$ cat src/rtl/cdb_arbiter.sv
// Round-robin arbiter sharing NUM_PORTS common-data-bus slots among NUM_REQ FU writeback requesters.
// Grants are combinational; the broadcast is registered one cycle later.
module cdb_arbiter #(
    parameter int NUM_REQ   = 4,
    parameter int NUM_PORTS = 2,
    parameter int ROB_IDX_W = 5,
    parameter int PRF_IDX_W = 6,
    localparam int PTR_W    = $clog2(NUM_REQ)
) (
    input  logic                           clk,
    input  logic                           rst,
    input  logic                           flush,
    input  logic [NUM_REQ-1:0]             req_valid,
    output logic [NUM_REQ-1:0]             req_ready,
    input  logic [NUM_REQ*ROB_IDX_W-1:0]   req_rob_id,
    input  logic [NUM_REQ*PRF_IDX_W-1:0]   req_rd_phy,
    input  logic [NUM_REQ*5-1:0]           req_rd_arch,
    input  logic [NUM_REQ*32-1:0]          req_rd_value,
    output logic [NUM_PORTS-1:0]           cdb_valid,
    output logic [NUM_PORTS*ROB_IDX_W-1:0] cdb_rob_id,
    output logic [NUM_PORTS*PRF_IDX_W-1:0] cdb_rd_phy,
    output logic [NUM_PORTS*5-1:0]         cdb_rd_arch,
    output logic [NUM_PORTS*32-1:0]        cdb_rd_value,
    output logic [PTR_W-1:0]               o_dbg_rr_ptr
);

    // Handshake: a requester transfers in a cycle where req_valid & req_ready; an
    // ungranted requester holds valid and payload; the CDB side has no backpressure.

    logic [PTR_W-1:0]     r_rr_ptr;
    logic [NUM_PORTS-1:0] r_cdb_valid;
    logic [ROB_IDX_W-1:0] r_rob    [NUM_PORTS];
    logic [PRF_IDX_W-1:0] r_phy    [NUM_PORTS];
    logic [4:0]           r_arch   [NUM_PORTS];
    logic [31:0]          r_value  [NUM_PORTS];

    logic [NUM_REQ-1:0]   w_ready;
    logic [NUM_PORTS-1:0] w_slot_vld;
    logic [PTR_W-1:0]     w_slot_sel [NUM_PORTS];
    logic [PTR_W-1:0]     w_last;
    logic [PTR_W-1:0]     w_ptr_nxt;
    logic                 w_any;

    // Scan from r_rr_ptr; the k-th valid requester found takes slot k.
    always_comb begin
        int idx;
        int cnt;
        w_ready    = '0;
        w_slot_vld = '0;
        w_last     = '0;
        w_any      = 1'b0;
        for (int p = 0; p < NUM_PORTS; p++) begin
            w_slot_sel[p] = '0;
        end
        cnt = 0;
        idx = 0;
        for (int j = 0; j < NUM_REQ; j++) begin
            idx = int'(r_rr_ptr) + j;
            if (idx >= NUM_REQ) begin
                idx = idx - NUM_REQ;
            end
            if (!rst && !flush && req_valid[idx] && cnt < NUM_PORTS) begin
                w_ready[idx]    = 1'b1;
                w_slot_vld[cnt] = 1'b1;
                w_slot_sel[cnt] = PTR_W'(idx);
                w_last          = PTR_W'(idx);
                w_any           = 1'b1;
                cnt             = cnt + 1;
            end
        end
    end

    assign w_ptr_nxt = (w_last == PTR_W'(NUM_REQ - 1)) ? '0 : w_last + 1'b1;
    assign req_ready = w_ready;

    always_ff @(posedge clk) begin
        if (rst) begin
            r_rr_ptr    <= '0;
            r_cdb_valid <= '0;
            for (int p = 0; p < NUM_PORTS; p++) begin
                r_rob[p]   <= '0;
                r_phy[p]   <= '0;
                r_arch[p]  <= '0;
                r_value[p] <= '0;
            end
        end else begin
            if (w_any) begin
                r_rr_ptr <= w_ptr_nxt;
            end
            r_cdb_valid <= w_slot_vld;
            // Idle slots keep their old payload; only the valid bit matters there.
            for (int p = 0; p < NUM_PORTS; p++) begin
                if (w_slot_vld[p]) begin
                    r_rob[p]   <= req_rob_id[w_slot_sel[p]*ROB_IDX_W +: ROB_IDX_W];
                    r_phy[p]   <= req_rd_phy[w_slot_sel[p]*PRF_IDX_W +: PRF_IDX_W];
                    r_arch[p]  <= req_rd_arch[w_slot_sel[p]*5 +: 5];
                    r_value[p] <= req_rd_value[w_slot_sel[p]*32 +: 32];
                end
            end
        end
    end

    genvar gp;
    generate
        for (gp = 0; gp < NUM_PORTS; gp++) begin : g_port
            assign cdb_rob_id[gp*ROB_IDX_W +: ROB_IDX_W]   = r_rob[gp];
            assign cdb_rd_phy[gp*PRF_IDX_W +: PRF_IDX_W]   = r_phy[gp];
            assign cdb_rd_arch[gp*5 +: 5]                  = r_arch[gp];
            assign cdb_rd_value[gp*32 +: 32]               = r_value[gp];
        end
    endgenerate

    assign cdb_valid    = r_cdb_valid;
    assign o_dbg_rr_ptr = r_rr_ptr;

endmodule
$ cat config.mk
export PLATFORM = sky130hd
export DESIGN_NAME = cdb_arbiter
export DESIGN_NICKNAME = d
export VERILOG_FILES = /design/src/rtl/cdb_arbiter.sv
export SDC_FILE = /design/constraint.sdc
export NUM_CORES = 1
export LEC_CHECK = 0
export ABC_AREA = 1
export BUFFER_PORTS_ARGS = -buffer_cell sky130_fd_sc_hd__clkbuf_2
export CAP_MARGIN = 15
export CORE_MARGIN = 4
export CORE_UTILIZATION = 30
export CTS_CLUSTER_DIAMETER = 60
export DETAILED_ROUTE_END_ITERATION = 12
export SYNTH_ARGS = -nofsm -noshare
export SYNTH_HDL_FRONTEND = slang
export SYNTH_SLANG_ARGS = --single-unit
$ cat constraint.sdc
create_clock -name clk -period 4.3 [get_ports clk]
set_clock_uncertainty 0.2 [all_clocks]
set_input_delay 0.86 -clock clk [delete_from_list [all_inputs] [get_ports clk]]
set_output_delay 0.86 -clock clk [all_outputs]
set_load 0.01 [all_outputs]
==> results.md, run 1 <==
* Worst relative slew slack at 67.6%
* Maximum fanout along the worst path at 10
* Final setup fails at 0
* Wirelength, routed at 30.6 mm
* Routability cong. at 0.851
* RSZ-0062 raised after global routing: false
* Worst EP arrival at 2990 ps
* # port buffers at 302
* TritonCTS clock tree: yes
* Lkg Pwr at 5.65 nW
* Post-Layout Cell Count at 1,802
* Post-Layout Inst Area at 0.0106 mm2
* Multi-input gate area at 0.00402 mm2
* Vias in the first global route at 8,918
* CP required at 3240 ps
* Largest net degree at the start of global routing at 55
* Top Ports at 303
* Status: finished, final reports clean
* Dpl hpwl at 21.3 mm
* Top post-synthesis cells by area: edfxtp_1 35%, nand3_1 24%, nand2_1 10%
* Final period util at 94.2%
* Gr usage total at 19.2%
* Worst VDD drop at 477 uV
* CTS Hold Bufs at 0
* Sequential area share after synthesis at 35.9%
* Grt ovf at 0
* Syn-to-layout area delta at 27.9%
* Die Width at 174 um
* Power per Cell Area at 640 mW/mm2
* Commonest non-fill, non-tap cell in the layout: nand3_1
* Clock latency on the worst-skew pair at 340 ps
* Post-synth cell types at 29
* Top-area cell type share of the netlist area at 35.0%
* Worst Hold Class: flop to flop
* Core box area at 0.0270 mm2
* Startpoint types: primary input
* Placed insts at 1,786
* Setup TNS at 0 ps
* Post-place instance area at 0.0102 mm2
* H-Tree Depth at 3
* Clk root buf: clkbuf_16
* Synthesized net count at 1,412
* Worst-path clk slew at 70 ps
* Initial core utilization at 30.5%
* R2r setup slk at 440 ps
* Global Route met2 Usage at 31.7%
* Fill count at 2,832
* DRT antenna net count at 0
* Most frequent cells in the layout: 400 x nand3_1, 302 x clkbuf_2, 217 x nand2_1, 205 x inv_1, 96 x edfxtp_1
* CTS Buffer Depth at 2
* First-pass GRT wire length at 47.7 mm
* Grt met1 use at 25.7%
* Chip height at 174 um
* Max-Cap Viols at 0
* Global Route met3 Usage at 3.16%
* Area of the die at 0.0302 mm2
* Cells after Synth at 1,198
* Initial antenna violation count at 1
* Vias per std cell at 5.16
* DRT Pass-1 Iters at 8
* # rows at 60
* Routed wire per std cell at 17.0 um
* Final min period at 4050 ps
* Mapped Avg Cell Area at 6.88 um2
* Final-report hold violation count at 0
* Layer with the highest usage: met2
* Nets at 1,670
* Final core occ at 39.0%
* Sequential cell area at 0.00296 mm2
* Fmax at 247 MHz
* Synthesized area at 0.00825 mm2
* Endpoint class of the critical path: primary output
* Cell accounting for the most synthesized area: edfxtp_1
* Clock Sinks at 100
* Layout cells sized above 1 at 28.0%
* Via count at 9,303
* Hold Worst Slack at 546 ps
* Critical path class: primary input to primary output
* 1st-iter DRT viols at 924
* Max Slew Vio Count at 0
* Drc violations at 0
* Seq cells post-synth at 100
* Total CTS buffers at 9
* Worst Tran Pin Value at 486 ps
* Ys Warns at 0
critical path, cell delays in order:
cell and delay, ps:
clkbuf_2 130, inv_2 50, nand2_2 100, inv_2 80
nand3_1 140, inv_2 50, ha_1 200, nor2_2 140
nand2_2 100, nor2_8 150, inv_2 60, fa_1 350
inv_1 70, nor2_1 40, nand2_1 70, inv_2 60
nand2_8 100, o21ai_0 100, clkbuf_2 140
area by class of cell:
cell class	count	share of cell area (%)
Antenna cell	1	0.0237
Clock buffer	10	2.17
Clock inverter	5	0.593
Inverter	218	7.80
Multi-Input combinational cell	788	38.1
Sequential cell	100	28.1
Tap cell	341	4.04
Timing Repair Buffer	339	19.2
registers in the layout, summed over array words and instances, names as in the netlist:
signal and cells:
r_value 64, r_arch 10, cdb_valid 2, r_rob 10, r_phy 12, o_dbg_rr_ptr 2
cell families after synthesis:
family | synth area share [%]
and+or+nand+nor | 37.8
DFF | 35.9
adders and majority gates | 2.37
AOI/OAI and AO/OA | 7.68
buffers and inverters | 16.2
stage by stage:
| step | power, mW | setup WS [ps] |
|---|---|---|
| after floorplan | 4.43 | 66.9 |
| after global routing | 7.23 | 12.3 |
| after detailed placement | 5.87 | 65.9 |
| after CTS | 6.74 | 3.99 |
| final | 6.75 | 250 |
| after global placement | 5.84 | 135 |
report_power, final:
part,internal [mW],total [mW],switching (mW),leakage [nW]
Combinational,1.40,4.11,2.71,4.46
Sequential,1.62,1.78,0.158,1.06
Clock,0.454,0.863,0.410,0.135
Total,3.48,6.75,3.28,5.65
path summary, 6_finish.rpt:
kind	startpoint	to	depth (start not counted)
setup / recovery	rst	req_ready[3]	19
hold / removal	o_dbg_rr_ptr[1]	o_dbg_rr_ptr[1]	3
setup reg to reg	o_dbg_rr_ptr[0]	r_phy[0][0]	20
hold reg to reg	o_dbg_rr_ptr[1]	o_dbg_rr_ptr[1]	3
synthesized netlist by cell type:
| library cell | number |
|---|---|
| nand3_1 | 401 |
| o21ai_0 | 9 |
| nor2_4 | 1 |
| a21boi_0 | 1 |
| buf_6 | 9 |
| nand2_1 | 219 |
| nand2_2 | 7 |
| nand4_1 | 3 |
| fa_1 | 1 |
| buf_4 | 16 |
| o21ai_2 | 1 |
| inv_6 | 1 |
| nor2_2 | 6 |
| nor2_8 | 2 |
| nand3_2 | 5 |
| inv_1 | 205 |
| a221oi_1 | 2 |
| edfxtp_1 | 96 |
| buf_2 | 32 |
| ha_1 | 14 |
| clkbuf_1 | 25 |
| a21oi_1 | 89 |
| nand2_4 | 5 |
| a21oi_2 | 11 |
| buf_1 | 10 |
| o22ai_1 | 2 |
| nor2_1 | 9 |
| dfxtp_1 | 4 |
| inv_2 | 12 |
repair_timing:
action,in CTS,in global routing
endpoints found under the setup margin,0,79
gates resized for setup,0,4
setup buffers,0,0
hold endpoints to repair,0,0
routing by layer:
layer / routed length (um) / share of wire, %
met5: 0 / 0
met4: 681 / 2.2
met3: 2470 / 8.1
met2: 14500 / 47
met1: 12900 / 42
Power figures use the tool's default switching activity.
==> run 2: changes to the inputs <==
Settings changed: ABC_AREA 1 to not set.
==> run 2 against run 1 <==
Utilization up 8.9 points. Die area is 17% lower. Critical path type is now flop to flop. Maximum frequency shrank 12%. The run now ends with negative setup slack left. Wire length down 18%. Largest cell class unchanged. Worst setup slack worse by 540 ps. Via count is 31% lower. Hold slack improved by 48 ps.
==> results.md, run 2 <==
* Number of flops mapped to enable cells by yosys at 96
* Worst VDD drop at 256 uV
* Endpoint class of the critical path: flop
* Worst relative slew slack at 53.9%
* Initial core utilization at 30.7%
* Final setup fails at 100
* Top_reg_cell synth: edfxtp_1
* CTS Buffer Depth at 2
* Final min period at 4590 ps
* Drc violations at 0
* Power per Cell Area at 597 mW/mm2
* Cells after Synth at 551
* 1st-iter DRT viols at 384
* Synth Area in Simple Gates at 3.84%
* Lkg Pwr at 4.43 nW
* Post-synth cell types at 53
* Layout cells sized above 1 at 55.8%
* Synth top cells by count: 197 x mux2i_1, 96 x edfxtp_1, 77 x o22ai_1
* Dpl hpwl at 17.4 mm
* Worst Hold Class: flop to flop
* H-Tree Depth at 3
* Area of the die at 0.0250 mm2
* Biggest register: r_value
* Ys Warns at 0
* Largest family of logic cells by synthesized area: multiplexers
* Largest stage delay on the critical path at 640 ps
* RSZ-0062 raised after global routing: true
* Top Registers: r_value: 64 flops, r_phy: 12 flops
* Commonest non-fill, non-tap cell in the layout: clkbuf_2
* Placement Setup Slack at -494 ps
* DRT Pass-1 Iters at 5
* Critical path class: flop to flop
* Async S/R FF share, synth at 0%
* Sequential area share after synthesis at 43.8%
* Worst-path clk slew at 70 ps
* Clock latency on the worst-skew pair at 340 ps
* Final core occ at 47.9%
* Synth Area in Adders at 2.88%
* Via count at 6,373
* Most frequent cell after synthesis: mux2i_1
* Die Width at 158 um
* # port buffers at 302
* Most frequent cells in the layout: 299 x clkbuf_2, 186 x mux2i_1, 96 x edfxtp_1, 52 x buf_4, 46 x o22ai_2
* Vias per std cell at 5.27
* Clock Sinks at 100
* First-pass GRT wire length at 34.8 mm
* Fill count at 2,052
* DRT antenna net count at 0
* Total CTS buffers at 9
* Synthesized net count at 765
* Clk root buf: clkbuf_16
* Mux share of post-synthesis cell area at 30.0%
* Synth Area in Compound Gates at 15.0%
* Grt ovf at 0
* CP required at 4290 ps
* Failing checks: negative setup slack
* Gr usage total at 18.0%
* CP max stage cell: or4b_4
* Mapped Avg Cell Area at 12.3 um2
* Post-Layout Inst Area at 0.0106 mm2
* Largest net degree at the start of global routing at 39
* Routed wire per std cell at 20.8 um
* Fmax at 218 MHz
* Setup slack after layout at -286 ps
* N_diodes at 0
* Syn-to-layout area delta at 55.8%
* Initial antenna violation count at 0
* Maximum fanout along the worst path at 9
* Final-report hold violation count at 0
* Post-Synth XOR/XNOR Area at 0.129%
* CTS Hold Bufs at 0
* TritonCTS clock tree: yes
* Top Ports at 303
* Final period util at 107%
* Worst Tran Pin Value at 674 ps
* Startpoint types: flop
* Nets at 1,140
* Status: finished with violations
* Post-place instance area at 0.00928 mm2
* Cell accounting for the most synthesized area: edfxtp_1
* Synthesized area at 0.00677 mm2
* Worst EP arrival at 4580 ps
* Wirelength, routed at 25.2 mm
* Max-Cap Viols at 0
* Top-area cell type share of the netlist area at 42.6%
* Setup TNS at -20,270 ps
* Vias in the first global route at 6,371
* Max Slew Vio Count at 0
* Top post-synthesis cells by area: edfxtp_1 43%, mux2i_1 29%, o22ai_1 7.1%
* Cell chain of the critical path: clkinvlp_4, ha_4, or3b_4, o22ai_4, ha_4, nor3_4, and2_4, clkinv_4, fa_2, or3b_4, or3_4, buf_6, nand2_8, buf_4, buf_4, o31a_1, or4b_4, clkbuf_16, o22ai_2
* Routability cong. at 0.865
* Chip height at 158 um
* Seq cells post-synth at 100
* Max FFs per register at 64
* # rows at 54
* Core box area at 0.0220 mm2
run 2: worst max-delay path, delay by kind of cell (launching register included):
kind	cells	cell delay (ps)
and+or+nand+nor	7	2010
buffers and inverters	6	710
adders and majority gates	3	630
AOI/OAI and AO/OA	3	500
DFF	1	360
run 2: per-stage QoR:
stage	power [mW]	instances	hold slack (ps)
2_1_floorplan	3.76	551	585
5_1_grt	6.64	1210	631
3_3_place_gp	4.92	1158	555
6_report	6.30	1210	594
3_5_place_dp	4.94	1158	564
4_1_cts	6.05	1195	589
run 2: metal layers:
layer  track usage (%)  vias to the layer above  share of wire [%]
met5                 0                        -                  0
met4              4.39                        0                1.5
met3              3.77                       27                6.3
met2              31.6                      256                 50
met1              22.6                     3125                 42
li1                  -                     2965                  -
run 2: final cells by class:
class / count / area (um2) / share of cell area, %
Tap cell: 280 / 350 / 3.32
Clock inverter: 6 / 63.8 / 0.605
Sequential cell: 100 / 2970 / 28.1
Multi-Input combinational cell: 396 / 3990 / 37.8
Clock buffer: 9 / 225 / 2.13
Inverter: 9 / 42.5 / 0.403
Timing Repair Buffer: 410 / 2920 / 27.7
run 2: power breakdown:
part / leakage, nW / internal [mW] / switching (mW)
sequential: 1.06 / 1.57 / 0.116
combinational: 3.23 / 1.81 / 1.97
clock: 0.139 / 0.450 / 0.386
total: 4.43 / 3.83 / 2.48
run 2: logic make-up after synthesis:
family                     count (synthesis)
muxes                                    201
and+or+nand+nor                           48
adders and majority gates                 15
buffers and inverters                     55
AOI/OAI and AO/OA                        131
DFF                                      100
xor gates and xnor gates                   1
run 2: path summary, 6_finish.rpt:
kind | cells past startpoint | startpoint | end | slack [ps]
max | 19 | o_dbg_rr_ptr[0] | r_value[0][11] | -290
min | 3 | o_dbg_rr_ptr[1] | o_dbg_rr_ptr[1] | 590
max reg2reg | 19 | o_dbg_rr_ptr[0] | r_value[0][11] | -290
min reg2reg | 3 | o_dbg_rr_ptr[1] | o_dbg_rr_ptr[1] | 590
run 2: timing repair:
| item | CTS | global route |
|---|---|---|
| setup buffers | 15 | 14 |
| gates resized for setup | 29 | 74 |
| gates cloned | 7 | 8 |
| pin swaps | 5 | 20 |
| setup endpoints to repair | 100 | 100 |
